<file path="config.mk">
export PLATFORM = sky130hd
export DESIGN_NAME = imem_loader
export DESIGN_NICKNAME = d
export VERILOG_FILES = /design/src/rtl/imem_loader_pkg.sv /design/src/rtl/imem_loader_byte_assembler.sv /design/src/rtl/imem_loader.sv
export SDC_FILE = /design/constraint.sdc
export NUM_CORES = 1
export LEC_CHECK = 0
export BUFFER_PORTS_ARGS = -buffer_cell sky130_fd_sc_hd__buf_2
export CELL_PAD_IN_SITES_DETAIL_PLACEMENT = 0
export CELL_PAD_IN_SITES_GLOBAL_PLACEMENT = 1
export CORE_MARGIN = 2
export CORE_UTILIZATION = 39
export CTS_BUF_LIST = sky130_fd_sc_hd__clkbuf_16
export CTS_CLUSTER_SIZE = 14
export DETAILED_ROUTE_END_ITERATION = 16
export PLACE_DENSITY_LB_ADDON = 0.1
export SLEW_MARGIN = 20
export SYNTH_ARGS = -nofsm -noshare
export SYNTH_HDL_FRONTEND = slang
export SYNTH_HIERARCHICAL = 1
export SYNTH_SLANG_ARGS = --single-unit
</file>
<file path="constraint.sdc">
create_clock -name clk -period 2.85 [get_ports clk]
set_input_delay 0.285 -clock clk [delete_from_list [all_inputs] [get_ports clk]]
set_output_delay 0.285 -clock clk [all_outputs]
set_load 0.01 [all_outputs]
</file>
<file path="src/rtl/imem_loader_pkg.sv">
// Shared types and constants for the instruction-memory image loader.
package imem_loader_pkg;

    localparam int unsigned BYTE_W         = 8;
    localparam int unsigned BYTES_PER_WORD = 4;
    localparam int unsigned HDR_BYTES      = 4;
    localparam int unsigned ADDR_W         = 32;

    typedef enum logic [2:0] {
        HDR,
        DATA,
        WRITE,
        DONE,
        ERR
    } loader_state_e;

    // Byte address of word idx counted from base.
    function automatic logic [ADDR_W-1:0] word_addr(input logic [ADDR_W-1:0] base,
                                                    input logic [ADDR_W-1:0] idx);
        return base + idx * ADDR_W'(BYTES_PER_WORD);
    endfunction

endpackage

</file>
<file path="src/rtl/imem_loader_byte_assembler.sv">
// Collects N_BYTES little-endian bytes into one word; the completed word is presented
// combinationally together with the accepting byte so the caller can register it on that edge.
module imem_loader_byte_assembler
    import imem_loader_pkg::*;
#(
    parameter int unsigned N_BYTES = 4
) (
    input  logic                        clk,
    input  logic                        reset,
    input  logic                        clear,
    input  logic                        byte_en,
    input  logic [BYTE_W-1:0]           byte_in,
    output logic [N_BYTES*BYTE_W-1:0]   word_c,
    output logic                        word_valid_c
);

    localparam int unsigned CNT_W  = $clog2(N_BYTES);
    localparam int unsigned WORD_W = N_BYTES * BYTE_W;
    localparam int unsigned SHR_W  = WORD_W - BYTE_W;

    logic [CNT_W-1:0] byte_idx;
    logic [SHR_W-1:0] shreg;

    // Newest byte lands on top, so the first byte received ends up in bits [7:0].
    assign word_c       = {byte_in, shreg};
    assign word_valid_c = byte_en && (byte_idx == CNT_W'(N_BYTES - 1));

    always_ff @(posedge clk or posedge reset) begin
        if (reset) begin
            byte_idx <= '0;
            shreg    <= '0;
        end else if (clear) begin
            byte_idx <= '0;
            shreg    <= '0;
        end else if (byte_en) begin
            shreg    <= word_c[WORD_W-1:BYTE_W];
            byte_idx <= word_valid_c ? '0 : byte_idx + CNT_W'(1);
        end
    end

endmodule

</file>
<file path="src/rtl/imem_loader.sv">
// Loads a length-prefixed little-endian byte image into instruction memory and holds the
// core in reset until the whole image has been written.
module imem_loader
    import imem_loader_pkg::*;
#(
    parameter int unsigned       DEPTH     = 1024,
    parameter int unsigned       WIDTH     = 32,
    parameter logic [ADDR_W-1:0] BASE_ADDR = '0
) (
    input  logic              clk,
    input  logic              reset,
    input  logic              start,
    input  logic [BYTE_W-1:0] rx_data,
    input  logic              rx_valid,
    output logic              rx_ready,
    output logic              imem_we,
    output logic [ADDR_W-1:0] imem_addr,
    output logic [WIDTH-1:0]  imem_wdata,
    output logic              core_hold,
    output logic [ADDR_W-1:0] boot_address,
    output logic              load_done,
    output logic              load_error
);

    localparam int unsigned IDX_W  = $clog2(DEPTH + 1);
    localparam int unsigned WORD_W = HDR_BYTES * BYTE_W;

    loader_state_e     state_q;
    logic [IDX_W-1:0]  word_idx;
    logic [WORD_W-1:0] count;
    logic              rx_ready_q;

    logic              xfer;
    logic [WORD_W-1:0] asm_word_c;
    logic              asm_valid_c;

    // start wins over any byte offered in the same cycle.
    assign rx_ready     = rx_ready_q & ~start;
    assign xfer         = rx_valid & rx_ready;
    assign boot_address = BASE_ADDR;

    // Header and data words share one assembler since both are four bytes long.
    imem_loader_byte_assembler #(
        .N_BYTES (HDR_BYTES)
    ) u_asm (
        .clk          (clk),
        .reset        (reset),
        .clear        (start),
        .byte_en      (xfer),
        .byte_in      (rx_data),
        .word_c       (asm_word_c),
        .word_valid_c (asm_valid_c)
    );

    always_ff @(posedge clk or posedge reset) begin
        if (reset) begin
            state_q    <= HDR;
            word_idx   <= '0;
            count      <= '0;
            rx_ready_q <= 1'b1;
            imem_we    <= 1'b0;
            imem_addr  <= BASE_ADDR;
            imem_wdata <= '0;
            core_hold  <= 1'b1;
            load_done  <= 1'b0;
            load_error <= 1'b0;
        end else begin
            imem_we <= 1'b0;
            if (start) begin
                state_q    <= HDR;
                word_idx   <= '0;
                count      <= '0;
                rx_ready_q <= 1'b1;
                core_hold  <= 1'b1;
                load_done  <= 1'b0;
                load_error <= 1'b0;
            end else begin
                case (state_q)
                    HDR: begin
                        if (asm_valid_c) begin
                            count <= asm_word_c;
                            if (asm_word_c == '0) begin
                                state_q    <= DONE;
                                rx_ready_q <= 1'b0;
                                core_hold  <= 1'b0;
                                load_done  <= 1'b1;
                            end else if (asm_word_c > WORD_W'(DEPTH)) begin
                                state_q    <= ERR;
                                rx_ready_q <= 1'b0;
                                load_error <= 1'b1;
                            end else begin
                                state_q <= DATA;
                            end
                        end
                    end
                    DATA: begin
                        if (asm_valid_c) begin
                            state_q    <= WRITE;
                            rx_ready_q <= 1'b0;
                            imem_we    <= 1'b1;
                            imem_addr  <= word_addr(BASE_ADDR, ADDR_W'(word_idx));
                            imem_wdata <= WIDTH'(asm_word_c);
                        end
                    end
                    WRITE: begin
                        word_idx <= word_idx + IDX_W'(1);
                        if (WORD_W'(word_idx) + WORD_W'(1) == count) begin
                            state_q    <= DONE;
                            core_hold  <= 1'b0;
                            load_done  <= 1'b1;
                        end else begin
                            state_q    <= DATA;
                            rx_ready_q <= 1'b1;
                        end
                    end
                    DONE, ERR: begin
                        state_q <= state_q;
                    end
                    default: begin
                        state_q <= HDR;
                    end
                endcase
            end
        end
    end

endmodule

</file>
==> results.yml, run 1 <==
synth:
  syn-cell-area_um2: 5928
  synth_seq_cells: 120
  synthTopCellsByCount: "dfrtp_1, nand2_1, buf_4"
  synth_area_leaders: "dfrtp_1, mux2_2, buf_4, nand2_1, mux2i_1"
  syn-instance-count: 570
  synth_edf_count: 0
  ys_types: 53
  syn_area_per_cell_um2: 10.40
  yosysSeqAreaShare: 0.5070
  ys_warn_count: 6
  yosysMostFrequentCell: "dfrtp_1"
  yosysTopAreaCell: "dfrtp_1"
  async_flop_share: 1.000
  synth_top_area_share: 0.4981
  synth_ff_type: "dfrtp_1"
sta:
  rsz0062_at_grt: "no"
  fmax_ghz: 0.4081
  hold_violations: 0
  tns_ns: 0
  slew_viol_final: 0
  slew_headroom: 0.4407
  period_minus_slack_ns: 2.451
  finClkSkew_ns: 0.007486
  tightestPinTransition_ns: 0.8389
  setup_ws_ns: 0.3994
  period_share: 0.8599
  setup_viol: 0
routing:
  vias: 4027
  drt_wl_total_mm: 13.48
  dr.pass1.iters: 5
  drt-initial-drc-count: 226
  antenna_left: 0
  via_per_inst: 4.917
  post_drt_wl_per_cell_um: 16.46
  drt_drc_violations_left: 0
floorplan:
  coreArea_um2: 15030
  start_util: 0.3943
  ioPinCount: 113
  die_h_um: 127.3
  num_rows: 45
  die_area_um2: 16200
  chipWidth_um: 127.3
run_status:
  outcome: "finished clean"
clock_tree:
  clockBufferDepth: 2
  htree_levels: 4
  cts_buffers: 17
  path_clk_slew_ns: 0.05
  cts_tree: "done"
  cts_setup_buffers: 0
  root_buffer: "clkbuf_16"
  ctsResizeCount: 0
  cts.sinks: 120
  clock_latency_ns: 0.41
  holdBufCountCts: 1
critical_path:
  critical_path_class: "register to register"
  arrival_ns: 2.79
  worst-path-max-fanout: 11
  worst_ep_required_time_ns: 3.19
  cp-start-kind: "register"
  cp-end-kind: "register"
global_route:
  grt_max_degree: 76
  grt_overflow_total: 0
  grt_usage: 0.1777
  grt_pass1_vias: 4051
  antenna_found_initial: 0
  grt_pass1_wl_mm: 22.20
place:
  dpl_worst_slack_ns: 0.3864
  placed_area_um2: 6128
  port-buffer-count: 59
  place.gp.congestion: 0.8274
  hpwl_mm: 9.106
pwr:
  p_sw_uw: 875.5
  seqPwrFrac: 0.437
  p_sw_frac: 0.2207
  p_int_uw: 3092
  power_frac_comb: 0.038
  power_density_nw_per_um2: 591.5
  clkPwrFrac: 0.525
  power.leakage_uw: 0.003263
  vdd_drop_max_mv: 0.3891
cells_and_area:
  num_antenna_cells: 0
  final_core_utilization: 0.4461
  final_area_um2: 6706
  final_nets: 633
  drive_above_1_share: 0.2409
  areaGrowthSynthToFinish_pct: 13.13
hold_path:
  hp-class: "primary input to register"
run:
  maxCapViolCount: 0
## routing by layer
metal	global-route usage	routed length (um)
met1	0.2265	6095
met4	0.07175	289
met3	0.04606	439
met5	0	0
met2	0.2894	6655
## placed cells by master, fill, tap and decap left out, drive strengths merged, types with 4 or more instances in the layout
master / instances
a31oi: 4
inv: 15
xor2: 10
clkinv: 7
xnor2: 13
nor2: 43
mux2i: 25
nor4: 12
mux2: 42
conb: 53
clkbuf: 17
and2: 4
nand4: 9
nand3: 7
nor3: 8
o21ai: 7
nand2: 81
a21oi: 40
buf: 72
or3: 5
dfrtp: 118
## power by group through the flow
stage | Clock, uW | Sequential, uW | Combinational [uW]
3_5_place_dp | 0 | 1760 | 156
2_1_floorplan | 0 | 1750 | 179
5_1_grt | 2230 | 1730 | 172
6_report | 2080 | 1730 | 153
4_1_cts | 2140 | 1730 | 157
3_3_place_gp | 0 | 1760 | 154
## final timing paths
check,startpoint,endpoint,slack (ns),cells past startpoint
setup / recovery,word_idx[1],core_hold,0.40,7
hold / removal,rx_data[3],count[27],0.15,3
setup reg to reg,word_idx[1],core_hold,0.40,7
hold reg to reg,imem_addr[6],imem_addr[6],0.48,2
max in group asynchronous,reset,core_hold,1.66,4
min in group asynchronous,reset,imem_wdata[8],0.45,3
## logic make-up after synthesis
group / Yosys count / share of synthesized area
simple gates: 185 / 0.1486
flops: 120 / 0.5070
buf+inv: 107 / 0.1165
mux: 67 / 0.1220
compound gates: 64 / 0.06416
xor+xnor: 23 / 0.03525
fa+ha+maj: 3 / 0.005909
other cells: 1 / 0.0006326
## metrics by stage
| step | std cells | total power, uW | hold slack (ns) |
|---|---|---|---|
| detailed placement | 787 | 1917 | 0.3539 |
| finish | 819 | 3967 | 0.1508 |
| global placement | 787 | 1916 | 0.3492 |
| CTS | 819 | 4026 | 0.1357 |
| global route | 819 | 4134 | 0.1505 |
| floorplan | 622 | 1932 | 0.3250 |
## registers in the layout (all words and copies together) (netlist names)
signal and count:
load_error 1, core_hold 1, imem_we 1, u_asm/byte_idx 2, u_asm/shreg 24, state_q 3
word_idx 11, load_done 1, count 32, rx_ready_q 1, imem_wdata 32, imem_addr 11
## area by class of cell
| cell class | count | area, um^2 |
|---|---|---|
| multi-input cells | 395 | 2435 |
| fillers | 1456 | 8327 |
| well taps | 188 | 235.2 |
| clock inverters | 14 | 142.6 |
| flip-flops and latches | 120 | 3005 |
| clock buffers | 17 | 425.4 |
| inverters | 12 | 47.55 |
| repair buffers | 73 | 415.4 |
## worst max-delay path, stage by stage (launching register included)
cell and delay [ns]:
dfrtp_1 0.54, ha_1 0.32, xnor2_1 0.15, nand4_1 0.10, or4_4 0.54, nor4_4 0.29, o2111ai_2 0.20, a31o_1 0.25
Power figures use the tool's default switching activity.
==> inputs of run 2 (changes only) <==
--- a/config.mk
+++ b/config.mk
@@ -5,11 +5,12 @@
 export SDC_FILE = /design/constraint.sdc
 export NUM_CORES = 1
 export LEC_CHECK = 0
+export ABC_AREA = 1
 export BUFFER_PORTS_ARGS = -buffer_cell sky130_fd_sc_hd__buf_2
 export CELL_PAD_IN_SITES_DETAIL_PLACEMENT = 0
 export CELL_PAD_IN_SITES_GLOBAL_PLACEMENT = 1
 export CORE_MARGIN = 2
-export CORE_UTILIZATION = 39
+export CORE_UTILIZATION = 37
 export CTS_BUF_LIST = sky130_fd_sc_hd__clkbuf_16
 export CTS_CLUSTER_SIZE = 14
 export DETAILED_ROUTE_END_ITERATION = 16
==> run 2 against run 1 <==
  * Sequential share of layout area shrank 1.8 points
  * Critical endpoint is now state_q[1]
  * Sequential power is essentially flat
  * Critical path depth grew 4
  * Maximum frequency grew 10%
  * Clock power grew 4%
  * Via count grew 16%
  * Largest cell class unchanged
  * Global-route usage grew 0.084 points
  * First-iteration DRC count grew 30%
  * Total power grew 2.7%
==> results.yml, run 2 <==
routing:
  dr.pass1.iters: 5
  drt-initial-drc-count: 294
  drt_drc_violations_left: 0
  met3WireLength_um: 547
  vias: 4689
  met2_length_mm: 6.899
  met1Wirelength_mm: 7.423
  via_per_inst: 4.544
  routed.top_layer: "met4"
  antenna_left: 0
  drt_wl_total_mm: 15.06
  post_drt_wl_per_cell_um: 14.59
cells_and_area:
  reg_top3: "count (32), imem_wdata (32), u_asm/shreg (24)"
  final_nets: 816
  final_cell_mix: "nand2_1, dfrtp_1, inv_1"
  final_common_cell: "nand2_1"
  drive_above_1_share: 0.1786
  num_antenna_cells: 0
  areaGrowthSynthToFinish_pct: 13.65
critical_path:
  path_delay_family: "simple AND/OR/NAND/NOR gates"
  cp_slowest_cell: "dfrtp_1"
  worst_ep_required_time_ns: 3.20
  crit_chain: "inv_1 > nand2_1 > nor2_1 > inv_1 > nor3_1 > nand3_1 > nor2_1 > nand3_1 > o21ai_0 > nand2_1 > nand2_1"
  arrival_ns: 2.57
  worst-path-max-fanout: 6
  crit_top_cell: "nand2_1"
  cp-start-kind: "register"
  critical_path_class: "register to register"
  cp-end-kind: "register"
  max_stage_delay_ns: 0.43
  cp_num_buf_inv: 2
pwr:
  vdd_drop_max_mv: 0.4167
  power.leakage_uw: 0.003608
  power_density_nw_per_um2: 582.9
sta:
  slew_viol_final: 0
  setup_viol: 0
  period_share: 0.7800
  rsz0062_at_grt: "no"
  tightestPinTransition_ns: 0.6185
  period_minus_slack_ns: 2.223
  hold_slack_ns: 0.1290
  slew_headroom: 0.5862
  tns_ns: 0
  finClkSkew_ns: 0.006616
  fmax_ghz: 0.4498
  hold_violations: 0
floorplan:
  num_rows: 47
  chipWidth_um: 132.9
  die_h_um: 132.9
  ioPinCount: 113
  start_util: 0.3748
  die_area_um2: 17670
  coreArea_um2: 16410
synth:
  async_flop_share: 1.000
  synth-simple-area-share: 0.2582
  synth_top_area_share: 0.4802
  synth_ff_type: "dfrtp_1"
  synthTopCellsByCount: "nand2_1, dfrtp_1, inv_1"
  synth_seq_cells: 120
  synth_compound_area_frac: 0.08952
  yosysSeqAreaShare: 0.4887
  yosysTopAreaCell: "dfrtp_1"
  synth_edf_count: 0
  ys_warn_count: 6
  synthMuxAreaShare: 0
  synth_top_family_by_area: "simple AND/OR/NAND/NOR gates"
  synth_xor_area_frac: 0
  ys_types: 33
  synth-adder-area-share: 0.004069
  syn-instance-count: 748
  yosysMostFrequentCell: "nand2_1"
  syn-cell-area_um2: 6150
  synth_area_leaders: "dfrtp_1, nand2_1, buf_4, o21ai_0, inv_1"
  syn_area_per_cell_um2: 8.221
run_status:
  outcome: "finished clean"
place:
  port-buffer-count: 59
  hpwl_mm: 10.77
  place.gp.congestion: 0.8302
hold_path:
  hp-class: "primary input to register"
clock_tree:
  holdBufCountCts: 0
  cts_setup_buffers: 0
  ctsResizeCount: 0
  cts_tree: "done"
  clock_latency_ns: 0.41
  cts.sinks: 120
  path_clk_slew_ns: 0.05
  clockBufferDepth: 2
  cts_buffers: 17
  root_buffer: "clkbuf_16"
  htree_levels: 4
global_route:
  antenna_found_initial: 0
  grt_overflow_total: 0
  grt_max_degree: 95
  grt_pass1_vias: 4527
  grt_pass1_wl_mm: 24.38
  grt_usage: 0.1785
run:
  maxCapViolCount: 0
-- run 2: changes by cell type after synthesis, moves of 20 or more --
cell / previous run / this run
mux2_2: 42 / 0
inv_1: 12 / 92
mux2i_1: 25 / 0
nand3_2: 0 / 21
a21oi_1: 40 / 7
nand2_1: 81 / 192
o21ai_0: 7 / 70
nand3_1: 7 / 51
o22ai_1: 0 / 20
-- run 2: final timing paths --
path	cells past startpoint	startpoint	end	slack, ns
max	11	state_q[0]	state_q[1]	0.63
min	3	rx_data[4]	u_asm/shreg[20]	0.13
max reg2reg	11	state_q[0]	state_q[1]	0.63
min reg2reg	2	core_hold	core_hold	0.46
max in group asynchronous	4	reset	core_hold	1.88
min in group asynchronous	3	reset	u_asm/shreg[12]	0.50
-- run 2: through the flow --
stage            util  instances  instance area, um^2  total power, uW  setup WS, ns
3_3_place_gp   0.3897       1002                 6394             1932        0.6346
3_5_place_dp   0.3897       1002                 6394             1934        0.6129
5_1_grt        0.4260       1032                 6989             4235        0.3936
6_report       0.4260       1032                 6989             4074        0.6269
4_1_cts        0.4254       1031                 6979             4125        0.6401
2_1_floorplan       -        800                 6345             1946        0.1196
-- run 2: area by class of cell --
| class | instances | area [um^2] |
|---|---|---|
| Tap cell | 220 | 275.3 |
| Fill cell | 1691 | 9418 |
| Clock buffer | 17 | 425.4 |
| Inverter | 95 | 360.3 |
| Clock inverter | 12 | 160.2 |
| Multi-Input combinational cell | 499 | 2365 |
| Sequential cell | 120 | 3005 |
| Timing Repair Buffer | 69 | 397.9 |
-- run 2: where the power goes --
part / internal [uW] / switching (uW) / leakage [uW] / total [uW]
sequential: 1720 / 9.33 / 0.00167 / 1730
combinational: 33.1 / 144 / 0.00165 / 177
clock: 1430 / 741 / 0.000289 / 2170
total: 3180 / 894 / 0.00361 / 4070
-- run 2: cell families after synthesis --
logic type	Yosys count
simple gates	342
buf+inv	181
flops	120
compound gates	102
fa+ha+maj	2
other cells	1
-- run 2: worst min-delay path: stages --
cell and delay [ns]:
buf_2 0.09, nand3_1 0.07, nand2_1 0.06
-- run 2: per-layer routing --
layer	global-route usage	up-vias
li1	-	2373
met1	0.2533	2185
met2	0.2740	117
met3	0.03793	14
met4	0.05556	0
met5	0	-
